--- config.mk ---
export PLATFORM = sky130hd
export DESIGN_NAME = pmux_src
export DESIGN_NICKNAME = d
export VERILOG_FILES = /design/src/rtl/pmux_src.sv
export SDC_FILE = /design/constraint.sdc
export NUM_CORES = 1
export LEC_CHECK = 0
export CAP_MARGIN = 20
export CORE_MARGIN = 5
export CORE_UTILIZATION = 23
export CTS_CLUSTER_SIZE = 40
export DETAILED_ROUTE_END_ITERATION = 8
export PLACE_DENSITY = 0.49
export SETUP_SLACK_MARGIN = 0.02
export SYNTH_ARGS = -nofsm -noshare
export SYNTH_HDL_FRONTEND = slang
export SYNTH_SLANG_ARGS = --single-unit
--- constraint.sdc ---
create_clock -name clk_i -period 2.7 [get_ports clk_i]
set_clock_uncertainty 0.2 [all_clocks]
set_input_delay 0.675 -clock clk_i [delete_from_list [all_inputs] [get_ports clk_i]]
set_output_delay 0.675 -clock clk_i [all_outputs]
set_load 0.005 [all_outputs]
--- src/rtl/pmux_src.sv ---
// Select-sequence source for a parallel mux stage: an 8-entry data bank plus
// an FSM that streams frames of four strided select values under valid/ready.
module pmux_src #(
   parameter int WIDTH = 16
) (
   input  logic             clk_i,
   input  logic             rst_ni,
   input  logic             wr_en_i,
   input  logic [2:0]       wr_addr_i,
   input  logic [WIDTH-1:0] wr_data_i,
   input  logic             start_i,
   input  logic [2:0]       base_i,
   input  logic [2:0]       stride_i,
   input  logic [7:0]       count_i,
   input  logic             ready_i,
   output logic             valid_o,
   output logic [2:0]       sel_0_o,
   output logic [2:0]       sel_1_o,
   output logic [2:0]       sel_2_o,
   output logic [2:0]       sel_3_o,
   output logic [WIDTH-1:0] data_0_o,
   output logic [WIDTH-1:0] data_1_o,
   output logic [WIDTH-1:0] data_2_o,
   output logic [WIDTH-1:0] data_3_o,
   output logic [WIDTH-1:0] data_4_o,
   output logic [WIDTH-1:0] data_5_o,
   output logic [WIDTH-1:0] data_6_o,
   output logic [WIDTH-1:0] data_7_o,
   output logic             busy_o,
   output logic             done_o,
   output logic             wr_err_o,
   output logic [1:0]       state_o
);

   // Handshake: a frame transfers on a rising edge where valid_o and ready_i
   // are both high; once raised, valid_o and sel_*_o hold until that edge.

   typedef enum logic [1:0] {
      IDLE = 2'd0,
      RUN  = 2'd1,
      DONE = 2'd2
   } state_t;

   state_t           state;
   logic [WIDTH-1:0] bank [8];
   logic [2:0]       sel_q [4];
   logic [2:0]       cur_base;
   logic [2:0]       stride_q;
   logic [7:0]       cnt;

   // Select k of a frame: base + k*stride, wrapping in 3 bits.
   function automatic logic [2:0] sel_at(input logic [2:0] b, input logic [2:0] s,
                                         input logic [1:0] k);
      logic [2:0] s2;
      logic [2:0] s3;
      s2 = {s[1:0], 1'b0};
      s3 = s2 + s;
      case (k)
         2'd0:    sel_at = b;
         2'd1:    sel_at = b + s;
         2'd2:    sel_at = b + s2;
         default: sel_at = b + s3;
      endcase
   endfunction

   always_ff @(posedge clk_i or negedge rst_ni) begin
      if (!rst_ni) begin
         state    <= IDLE;
         valid_o  <= 1'b0;
         done_o   <= 1'b0;
         wr_err_o <= 1'b0;
         cur_base <= 3'd0;
         stride_q <= 3'd0;
         cnt      <= 8'd0;
         for (int i = 0; i < 8; i++) bank[i] <= '0;
         for (int k = 0; k < 4; k++) sel_q[k] <= 3'd0;
      end else begin
         done_o   <= 1'b0;
         wr_err_o <= 1'b0;

         if (wr_en_i) begin
            if (state == RUN) wr_err_o <= 1'b1;
            else              bank[wr_addr_i] <= wr_data_i;
         end

         case (state)
            IDLE: begin
               if (start_i && (count_i != 8'd0)) begin
                  state    <= RUN;
                  cur_base <= base_i;
                  stride_q <= stride_i;
                  cnt      <= count_i;
                  valid_o  <= 1'b1;
                  for (int k = 0; k < 4; k++) sel_q[k] <= sel_at(base_i, stride_i, 2'(k));
               end
            end
            RUN: begin
               if (valid_o && ready_i) begin
                  cnt      <= cnt - 8'd1;
                  cur_base <= cur_base + 3'd1;
                  if (cnt == 8'd1) begin
                     state   <= DONE;
                     valid_o <= 1'b0;
                     done_o  <= 1'b1;
                  end else begin
                     for (int k = 0; k < 4; k++)
                        sel_q[k] <= sel_at(cur_base + 3'd1, stride_q, 2'(k));
                  end
               end
            end
            DONE:    state <= IDLE;
            default: state <= IDLE;
         endcase
      end
   end

   assign busy_o  = (state != IDLE);
   assign state_o = state;

   assign sel_0_o = sel_q[0];
   assign sel_1_o = sel_q[1];
   assign sel_2_o = sel_q[2];
   assign sel_3_o = sel_q[3];

   assign data_0_o = bank[0];
   assign data_1_o = bank[1];
   assign data_2_o = bank[2];
   assign data_3_o = bank[3];
   assign data_4_o = bank[4];
   assign data_5_o = bank[5];
   assign data_6_o = bank[6];
   assign data_7_o = bank[7];

endmodule

# After elaboration in Yosys (flattened, before gate mapping)
# Index checks and enable logic that the tools add are counted.
# totals
wordCells,78
out_inout_bits,146
in_bits,38
reg_bits,159
# classes
eq_ne,6
n_reduce_logical,13
mux,26
n_lt_le_gt_ge,2
bitwise,2
add_sub_neg,10
# ops
operator,count
bitwise mux 128 bit,1
demux 16 bit (select 3 bit),1
2-to-1 mux 12 bit,3
adder 3 bit,8
one-hot mux 12 bit (2 select lines),1
2-to-1 mux 16 bit,1
2-to-1 mux 8 bit,2
one-hot mux 8 bit (2 select lines),1
== test 8 x 1 -> 1 bit (second input constant),1
2-to-1 mux 1 bit,8
AND reduction 4 bit,2
nonzero test 8 bit,1
subtractor 8 x 1 -> 8 bit (second input constant),1
2-to-1 mux 2 bit,3
2-to-1 mux 3 bit,2
one-hot mux 3 bit (2 select lines),1
AND reduction 3 bit,2
>= comparator 4 bit (second input constant),1
less-than comparator 4 x 1 -> 1 bit (second input constant),1
inequality test 2 x 1 -> 1 bit (second input constant),2
inequality test 2 bit (second input constant),2
inverter 3 -> 4 bit,1
one-hot mux 2 bit (2 select lines),1
AND reduction 2 bit,2
7 further kinds,10

# Logic depth before layout (Yosys ltp)
# Gate-level depths: netlist of the first run.
# logic_depth
word_depth,6
depth_mapped,8
mapped_depth_nobuf,8

# Worst setup path before layout of the first run
# OpenSTA, ideal clock, no wires.
# synth_path
path_kind,register to register
start,register cur_base[0]
end,register sel_q (netlist bit sel_3_o[2])
path_stages_with_launch,9
required_ns,2.371
setup_ns,0.129
path_buffers,0
synth_period_minus_slack_ns,2.408
t_arrival_ns,2.079
setup_slack_ns,0.292
path_cell_list,dfrtp_1 ha_1 fa_1 ha_1 xor2_1 xnor2_1 xnor2_1 o32ai_2 a21oi_1
# synth_via
elab_chain_len,5
# synth_lines
element,line_no,rtl
from (decl),47,logic [2:0] cur_base;
from (signal assigned),90,cur_base <= base_i;
from (signal assigned),100,cur_base <= cur_base + 3'd1;
adder 3 x 1 -> 3 bit,107,"sel_q[k] <= sel_at(cur_base + 3'd1, stride_q, 2'(k));"
adder 3 bit,62,default: sel_at = b + s3;
2-to-1 mux 12 bit,101,if (cnt == 8'd1) begin
2-to-1 mux 12 bit,98,if (valid_o && ready_i) begin
one-hot mux 12 bit (2 select lines),86,case (state)
"to (signal, indexed assignment)",107,
to (decl),46,logic [2:0] sel_q [4];
# Every way passes these cells. The select of a mux whose other input is x is not followed.
# A chain may end at the register's enable or synchronous reset.

# Worst setup path after layout of the first run
# layout_path
start,register state[0] (netlist: state_o[0])
end,output busy_o
# layout_via
elab_chain_len,1
# layout_lines
element,line_no,rtl
from (decl),44,state_t state;
from (signal assigned),68,state <= IDLE;
from (signal assigned),89,state <= RUN;
from (signal assigned),102,state <= DONE;
nonzero test 2 bit,117,assign busy_o = (state != IDLE);
to (decl),29,"output logic busy_o,"
# Every way passes these cells.

==> flow_metrics.tcl, run 1 <==
set metrics [dict create \
    synth_top_area_share_pct 59.54 \
    ir_drop_v 0.0003955 \
    hold_path_class "flop to flop" \
    gp_congestion 0.7479 \
    setup_tns_ns 0 \
    synth_top_area_cell "dfrtp_1" \
    drt_wl_total_um 19060 \
    ff2ff_path_depth 8 \
    avgSynthCellArea_sq_um 14.16 \
    drv_slew 0 \
    worst_pin_slew_ns 0.4740 \
    finalPower_mw 9.402 \
    grt_pass1_wl_um 29690 \
    fin_util_pct 33.86 \
    antenna_cells 0 \
    dp_hpwl_um 13990 \
    final_cell_mix "clkdlybuf4s50_1 (182), dfrtp_1 (157), mux2_2 (96)" \
    via_per_inst 4.252 \
    netlist_area_sq_um 6599 \
    leakagePower_nw 4.329 \
    syn-num-nets 516 \
    required_ns 1.82 \
    h-tree-depth 4 \
    met3_usage_pct 3.693 \
    clk_path_buf_depth 2 \
    io_pins 184 \
    postCtsSetupRepairBufs 0 \
    maxCapViolCount 0 \
    drt_iter0_markers 233 \
    arrival_ns 1.67 \
    placed_cells 1042 \
    fin_crit_ns 2.549 \
    timing.fmax_mhz 392.3 \
    ant_nets 0 \
    netlist_instances 466 \
    synth-main-ff-cell "dfrtp_1" \
    drc_errors 0 \
    synth_area_leaders "dfrtp_1 (60%), mux2_2 (16%), mux2_1 (5.8%)" \
    drive_gt1_share_pct 25.07 \
    ys_seq_elements 157 \
    period_share_pct 94.42 \
    grt_overflow_total 0 \
    use_met1_pct 15.72 \
    path_class "flop to output pin" \
    clock_latency_ns 0.42 \
    seq_area_frac_synth_pct 59.54 \
    hold_viol 0 \
    cp_max_fo 10 \
    final_area_sq_um 9667 \
    synth_warnings 0 \
    post_cts_resized 0 \
    wl_per_cell_um 17.74 \
    fin_hold_ws_ns 0.2864 \
    cts.sinks 157 \
    syn_to_final_growth_pct 46.49 \
    final_common_cell "clkdlybuf4s50_1" \
    coreArea_sq_um 28550 \
    grt_max_degree 44 \
    fp.dieW_um 179.4 \
    powerDensity_nw_per_um2 972.6 \
    die_h_um 179.4 \
    setup_slack_ns 0.1507 \
    cts-buffers-inserted 17 \
    via_count 4567 \
    cts_tree "done" \
    clk_pin_slew_ns 0.07 \
    grt_pass1_vias 4998 \
    initial_utilization_pct 23.12 \
    nets 728 \
    use_met2_pct 19.92 \
    stdcell_count 1074 \
    dpl_cell_area_sq_um 9086 \
    dp_slack_ns -0.2030 \
    rsz0062_at_grt "false" \
    antenna_found_initial 0 \
    min_path_cells 1 \
    synthArstFlopShare_pct 100.0 \
    ys_types 51 \
    rows 62 \
    port_buffers 183 \
    endpoint_kind "output pin" \
    crit_path_start_kind "flop" \
    firstDrtPassIters 4 \
    fillerInstances 2878 \
    cts-root-buf "clkbuf_16" \
    finalSetupViolCount 0 \
    grtUsageTotal_pct 12.21 \
    slew_headroom_pct 68.30 \
    outcome "complete, no violations" \
    die-area_sq_um 32180 \
    synth_edf_count 0 \
    top_usage_layer "met2" \
]
## layout make-up
| type | instances | area [sq um] | area share (%) |
|---|---|---|---|
| sequential | 157 | 3929 | 40.64 |
| inverter | 9 | 33.78 | 0.3495 |
| tap | 384 | 480.5 | 4.970 |
| multi-input combinational | 279 | 2497 | 25.83 |
| timing repair buffer | 214 | 2156 | 22.30 |
| clock buffer | 17 | 425.4 | 4.401 |
| clock inverter | 14 | 145.1 | 1.501 |
## state kept, by name (all words and copies together), names as in the netlist
name and count:
sel_1_o 3, data_0_o 16, sel_0_o 3, data_6_o 16, data_2_o 16, data_1_o 16
data_4_o 16, data_5_o 16, wr_err_o 1, cur_base 3, sel_3_o 2, data_7_o 16
data_3_o 16, cnt 8, state_o 2, valid_o 1, done_o 1, stride_q 3
sel_2_o 2
## where the power goes
group	total (mW)	switching, mW	leakage, nW	internal, mW
sequential	3.58	0.488	2.05	3.09
combinational	3.48	1.34	2.01	2.14
clock	2.34	1.11	0.275	1.23
total	9.40	2.94	4.33	6.46
## logic make-up (layout without fill, tap and decap cells)
| family | after synthesis | in the layout | share of synthesized area [%] |
|---|---|---|---|
| compound gates | 53 | 53 | 5.309 |
| xor+xnor | 16 | 16 | 2.124 |
| fa+ha+maj | 12 | 12 | 2.730 |
| buf+inv | 30 | 254 | 2.617 |
| flops | 157 | 157 | 59.54 |
| mux | 130 | 130 | 22.18 |
| simple gates | 68 | 68 | 5.499 |
## worst max-delay path, cell delays in order (launching register included)
cell and delay (ns):
dfrtp_1 0.58, or2_1 0.18, clkdlybuf4s50_1 0.50
## repair_timing
| action | 4_1_cts | 5_1_grt |
|---|---|---|
| endpoints found under the setup margin | 0 | 0 |
| hold buffers | 1 | 0 |
| hold endpoints to repair | 28 | 0 |
## metal layers
layer,wire [um],part of all wire (%)
met1,8341,44
met2,9293,49
met3,1156,6.1
met4,266,1.4
met5,0,0
## synth_stat cells, types with 2 or more instances
library cell / number
nand2_2: 6
nand3_1: 5
nor2_1: 12
mux2_1: 34
a21oi_1: 10
o21ai_1: 5
a31oi_1: 3
inv_1: 9
a2bb2oi_1: 5
and3_1: 3
nor2_2: 2
nor4_1: 2
xnor2_1: 12
o22ai_1: 6
buf_2: 6
xor2_1: 4
buf_4: 8
ha_1: 8
nor2b_1: 3
dfrtp_1: 157
mux2_2: 96
o21ai_0: 11
fa_1: 4
clkbuf_1: 4
nor3_1: 5
nand2_1: 19
buf_6: 3
## path summary, 6_finish.rpt
path | from | endpoint | slack, ns
worst max-delay path | state_o[0]$_DFFE_PN0P_ | busy_o | 0.15
worst max register to register | cur_base[0]$_DFFE_PN0P_ | sel_3_o[2]$_DFFE_PN0P_ | 0.25
worst min-delay path | data_6_o[6]$_DFFE_PN0P_ | data_6_o[6]$_DFFE_PN0P_ | 0.29
min in group asynchronous | rst_ni | stride_q[0]$_DFFE_PN0P_ | 0.55
max in group asynchronous | rst_ni | data_6_o[5]$_DFFE_PN0P_ | 1.12
worst min register to register | data_6_o[6]$_DFFE_PN0P_ | data_6_o[6]$_DFFE_PN0P_ | 0.29
Power figures use the tool's default switching activity.
==> inputs of run 2 (changes only) <==
--- a/config.mk
+++ b/config.mk
@@ -9,6 +9,6 @@
 export CORE_MARGIN = 5
-export CORE_UTILIZATION = 23
+export CORE_UTILIZATION = 48
 export CTS_CLUSTER_SIZE = 40
 export DETAILED_ROUTE_END_ITERATION = 8
-export PLACE_DENSITY = 0.49
+export PLACE_DENSITY = 0.85
 export SETUP_SLACK_MARGIN = 0.02
--- a/constraint.sdc
+++ b/constraint.sdc
@@ -4,2 +4,2 @@
 set_output_delay 0.675 -clock clk_i [all_outputs]
-set_load 0.005 [all_outputs]
+set_load 0.05 [all_outputs]
==> run 2 against run 1 <==
Against the previous run:
- worst hold slack got worse by 0.26 ns
- final area down 3.0%
- utilization rose by 36 points
- clock power rose by 6%
- global-route usage grew 10 points
- via count grew 0.48%
- flip-flop and latch count stayed put
- non-clock buffer count fell by 6
- setup slack got worse by 0.012 ns
- largest power group is now combinational cells
==> flow_metrics.tcl, run 2 (same netlist as run 1, synthesis figures left out) <==
set metrics [dict create \
    ir_drop_v 0.0009602 \
    stdcell_count 860 \
    powerDensity_nw_per_um2 1277 \
    grt_max_degree 59 \
    leakagePower_nw 4.299 \
    finalSetupViolCount 0 \
    gp_congestion 0.8722 \
    rrSetupSlack_ns 0.14 \
    die-area_sq_um 16190 \
    period_share_pct 94.86 \
    cts-root-buf "clkbuf_16" \
    drc_errors 0 \
    coreArea_sq_um 13350 \
    required_ns 2.80 \
    ff2ff_path_depth 8 \
    crit_cells 8 \
    nets 722 \
    ant_nets 0 \
    via_count 4589 \
    rsz0062_at_grt "false" \
    endpoint_kind "flop" \
    critPathTopFamily "adder cells" \
    path_class "flop to flop" \
    grt_pass1_wl_um 27960 \
    reg2reg_from "cur_base[0]$_DFFE_PN0P_" \
    setup_tns_ns 0 \
    dp_hpwl_um 12460 \
    fp.dieW_um 127.3 \
    clk_pin_slew_ns 0.06 \
    cts.sinks 157 \
    critPathLaunch "cur_base[0]$_DFFE_PN0P_" \
    path_buf_inv 0 \
    rows 42 \
    slowest_stage "fa_1" \
    cts-buffers-inserted 17 \
    drt_iter0_markers 240 \
    path_cells "ha_4 -> fa_1 -> ha_1 -> xor2_1 -> xnor2_1 -> xnor2_2 -> o32ai_2 -> a21oi_1" \
    drv_slew 0 \
    drive_gt1_share_pct 24.85 \
    port_buffers 183 \
    clk_path_buf_depth 2 \
    outcome "complete, no violations" \
    slowest_delay_ns 0.45 \
    placed_cells 829 \
    final_cell_mix "clkdlybuf4s50_1 (180), dfrtp_1 (157), mux2_2 (96)" \
    maxCapViolCount 0 \
    firstDrtPassIters 4 \
    arrival_ns 2.66 \
    grtUsageTotal_pct 22.26 \
    wl_per_cell_um 20.31 \
    r2r-end "sel_3_o[2]$_DFFE_PN0P_" \
    antenna_cells 0 \
    slew_headroom_pct 63.16 \
    hold_viol 0 \
    endpoint "sel_3_o[2]$_DFFE_PN0P_" \
    die_h_um 127.3 \
    grt_overflow_total 0 \
    clock_latency_ns 0.42 \
    cts_hold_buf 0 \
    timing.fmax_mhz 390.5 \
    io_pins 184 \
    crit_path_start_kind "flop" \
    syn_to_final_growth_pct 42.11 \
    fin_crit_ns 2.561 \
    final_common_cell "clkdlybuf4s50_1" \
    h-tree-depth 4 \
    fin_hold_ws_ns 0.02163 \
    antenna_found_initial 0 \
    drt_wl_total_um 17460 \
    grt_pass1_vias 5034 \
    hold_path_class "input port to asynchronous set/reset pin" \
    via_per_inst 5.336 \
    cts_tree "done" \
    initial_utilization_pct 49.44 \
    worst_pin_slew_ns 0.5526 \
    cp_max_fo 4 \
]
## run 2: routing by layer
layer | up-vias | global-route usage (%) | part of all wire [%]
li1 | 2067 | - | -
met1 | 2322 | 27.02 | 40
met2 | 174 | 37.64 | 50
met3 | 26 | 7.053 | 8.3
met4 | 0 | 7.760 | 1.9
met5 | - | 0 | 0
## run 2: what timing repair did
item | 4_1_cts | 5_1_grt
setup endpoints to repair | 1 | 1
buffers inserted | 0 | 0
resized for setup | 1 | 2
pin swaps | 0 | 1
## run 2: worst min-delay path by stage
stage	startpoint	to	slack (ns)	cells after the start
final	rst_ni	data_5_o[12]$_DFFE_PN0P_	0.02	1
after detailed placement	sel_1_o[2]$_DFFE_PN0P_	sel_1_o[2]$_DFFE_PN0P_	0.27	1
after CTS	rst_ni	data_5_o[12]$_DFFE_PN0P_	0.04	1
after floorplan	rst_ni	cnt[0]$_DFFE_PN0P_	0.18	0
after global placement	data_6_o[7]$_DFFE_PN0P_	data_6_o[7]$_DFFE_PN0P_	0.27	1
after global routing	rst_ni	data_2_o[12]$_DFFE_PN0P_	0.06	1
## run 2: metrics by stage
step	total power, mW	setup slack (ns)	instance area (sq um)	utilization, %
after global routing	12.51	0.04052	9378	70.26
after floorplan	7.396	0.2919	6599	-
after global placement	9.252	-0.1379	8736	65.45
after CTS	12.00	0.08346	9358	70.11
final	11.97	0.1389	9378	70.26
after detailed placement	9.414	-0.1604	8736	65.45
## run 2: cell type report
class / count / area, sq um
fillers: 938 / 3970
flip-flops and latches: 157 / 3929
multi-input cells: 279 / 2517
repair buffers: 208 / 2054
clock buffers: 20 / 456.7
well taps: 176 / 220.2
clock inverters: 11 / 166.4
inverters: 9 / 33.78
## run 2: where the power goes
group / switching (mW) / internal, mW / total, mW
clock: 0.908 / 1.59 / 2.49
combinational: 3.68 / 2.18 / 5.86
sequential: 0.526 / 3.10 / 3.62
total: 5.11 / 6.86 / 12.0
==> inputs of run 3 (changes only) <==
CORE_UTILIZATION = 51   (was 48)
DONT_BUFFER_PORTS = 1   (was not set)
PLACE_DENSITY = 0.71   (was 0.85)
==> run 3 against run 2 <==
Against the previous run:
- register-to-register slack improved by 0.14 ns
- utilization decreased by 12 points
- combinational power decreased by 65%
- the run now ends with negative hold slack left
- critical path depth unchanged
- clock power decreased by 4%
- cell count decreased by 23%
- first-iteration DRC count decreased by 39%
- via count decreased by 16%
- flip-flop and latch count unchanged
- routed wire length decreased by 12%
- largest cell class unchanged
- fmax increased by 5.9%
- global-route usage decreased by 1.4 points
==> flow_metrics.tcl, run 3 (same netlist as run 1, synthesis figures left out) <==
set metrics [dict create \
    slowest_stage "fa_1" \
    drt_wl_total_um 15320 \
    arrival_ns 2.51 \
    die-area_sq_um 15310 \
    fin_hold_ws_ns -0.2441 \
    firstDrtPassIters 4 \
    critPathTopFamily "adder cells" \
    fin_util_pct 58.18 \
    final-seq-area_sq_um 3929 \
    initial_utilization_pct 52.08 \
    leakagePower_nw 3.548 \
    die_h_um 123.8 \
    clock_latency_ns 0.41 \
    maxCapViolCount 0 \
    powerDensity_nw_per_um2 1398 \
    finalSetupViolCount 0 \
    grt_pass1_vias 4255 \
    antenna_cells 0 \
    drt_iter0_markers 147 \
    gp_congestion 0.9019 \
    drc_errors 0 \
    clk_path_buf_depth 2 \
    setup_tns_ns 0 \
    violations "negative hold slack" \
    nets 527 \
    fillerInstances 1035 \
    final_cell_mix "dfrtp_1 (157), mux2_2 (96), mux2_1 (34)" \
    outcome "complete, but fails checks" \
    ant_nets 0 \
    path_class "flop to flop" \
    antenna_found_initial 0 \
    cp_max_fo 4 \
    hold_path_class "input port to asynchronous set/reset pin" \
    cts_tree "done" \
    grt_pass1_wl_um 23830 \
    wl_per_cell_um 23.15 \
    grt_overflow_total 0 \
    grtUsageTotal_pct 20.91 \
    rsz0062_at_grt "false" \
    cts-root-buf "clkbuf_16" \
    dp_hpwl_um 10560 \
    syn_to_final_growth_pct 11.72 \
    fin_crit_ns 2.419 \
    slowest_delay_ns 0.45 \
    multi_input_area_sq_um 2497 \
    finalPower_mw 10.30 \
    worst_pin_slew_ns 0.8491 \
    required_ns 2.79 \
    cts.sinks 157 \
    postCtsSetupRepairBufs 0 \
    timing.fmax_mhz 413.4 \
    fp.dieW_um 123.8 \
    ir_drop_v 0.0007465 \
    io_pins 184 \
    drive_gt1_share_pct 31.84 \
    hold_viol 157 \
    path_buf_inv 0 \
    coreArea_sq_um 12670 \
    post_cts_resized 0 \
    clk_pin_slew_ns 0.06 \
    rows 41 \
    slew_headroom_pct 43.39 \
    path_cells "ha_1 -> fa_1 -> ha_1 -> xor2_1 -> xnor2_1 -> xnor2_1 -> o32ai_2 -> a21oi_1" \
    endpoint_kind "flop" \
    cts-buffers-inserted 17 \
    final_common_cell "dfrtp_1" \
    grt_max_degree 158 \
    port_buffers 0 \
    via_count 3835 \
    drv_slew 0 \
    via_per_inst 5.793 \
    h-tree-depth 4 \
    crit_path_start_kind "flop" \
    period_share_pct 89.59 \
]
run 3: worst paths after layout:
check	start	to	slack [ns]	cells past startpoint
hold reg to reg	stride_q[2]$_DFFE_PN0P_	stride_q[2]$_DFFE_PN0P_	0.31	1
hold / removal	rst_ni	data_0_o[11]$_DFFE_PN0P_	-0.24	0
max in group asynchronous	rst_ni	data_1_o[3]$_DFFE_PN0P_	2.37	0
setup reg to reg	cur_base[0]$_DFFE_PN0P_	sel_3_o[2]$_DFFE_PN0P_	0.28	8
min in group clk_i	wr_data_i[9]	data_7_o[9]$_DFFE_PN0P_	0.19	1
setup / recovery	cur_base[0]$_DFFE_PN0P_	sel_3_o[2]$_DFFE_PN0P_	0.28	8
run 3: cell type report:
type / instances / share of cell area [%]
sequential: 157 / 53.29
inverter: 9 / 0.4582
clock inverter: 12 / 1.799
timing repair buffer: 13 / 1.324
multi-input combinational: 279 / 33.88
clock buffer: 20 / 6.331
tap: 172 / 2.919
run 3: per-stage QoR:
stage / hold slack (ns) / worst slack [ns] / cells / cell area, sq um
6_report: -0.2441 / 0.2810 / 662 / 7372
5_1_grt: -0.2687 / 0.1402 / 662 / 7372
4_1_cts: -0.2616 / 0.2704 / 662 / 7372
3_5_place_dp: 0.1841 / 0.2542 / 630 / 6773
3_3_place_gp: 0.1830 / 0.3170 / 630 / 6773
2_1_floorplan: 0.1794 / 0.2919 / 466 / 6599
run 3: report_power, final:
group / internal (mW) / switching [mW] / total (mW) / leakage [nW]
registers: 3.05 / 2.80 / 5.85 / 2.05
clock network: 1.44 / 0.944 / 2.38 / 0.289
logic: 1.04 / 1.03 / 2.07 / 1.21
run 3: layer usage:
metal / share of wire (%) / wire (um) / vias up / GRT usage, %
met5: 0 / 0 / - / 0
met4: 1.7 / 261 / 0 / 6.644
met3: 13 / 1923 / 20 / 10.31
met2: 48 / 7379 / 159 / 33.22
met1: 38 / 5757 / 1973 / 25.01
li1: - / - / 1683 / -
run 3: worst register-to-register path: cells and delay by family (launching register included):
kind / cells / cell delay (ns)
flops: 1 / 0.41
compound gates: 2 / 0.26
xor+xnor: 3 / 0.45
fa+ha+maj: 3 / 0.99
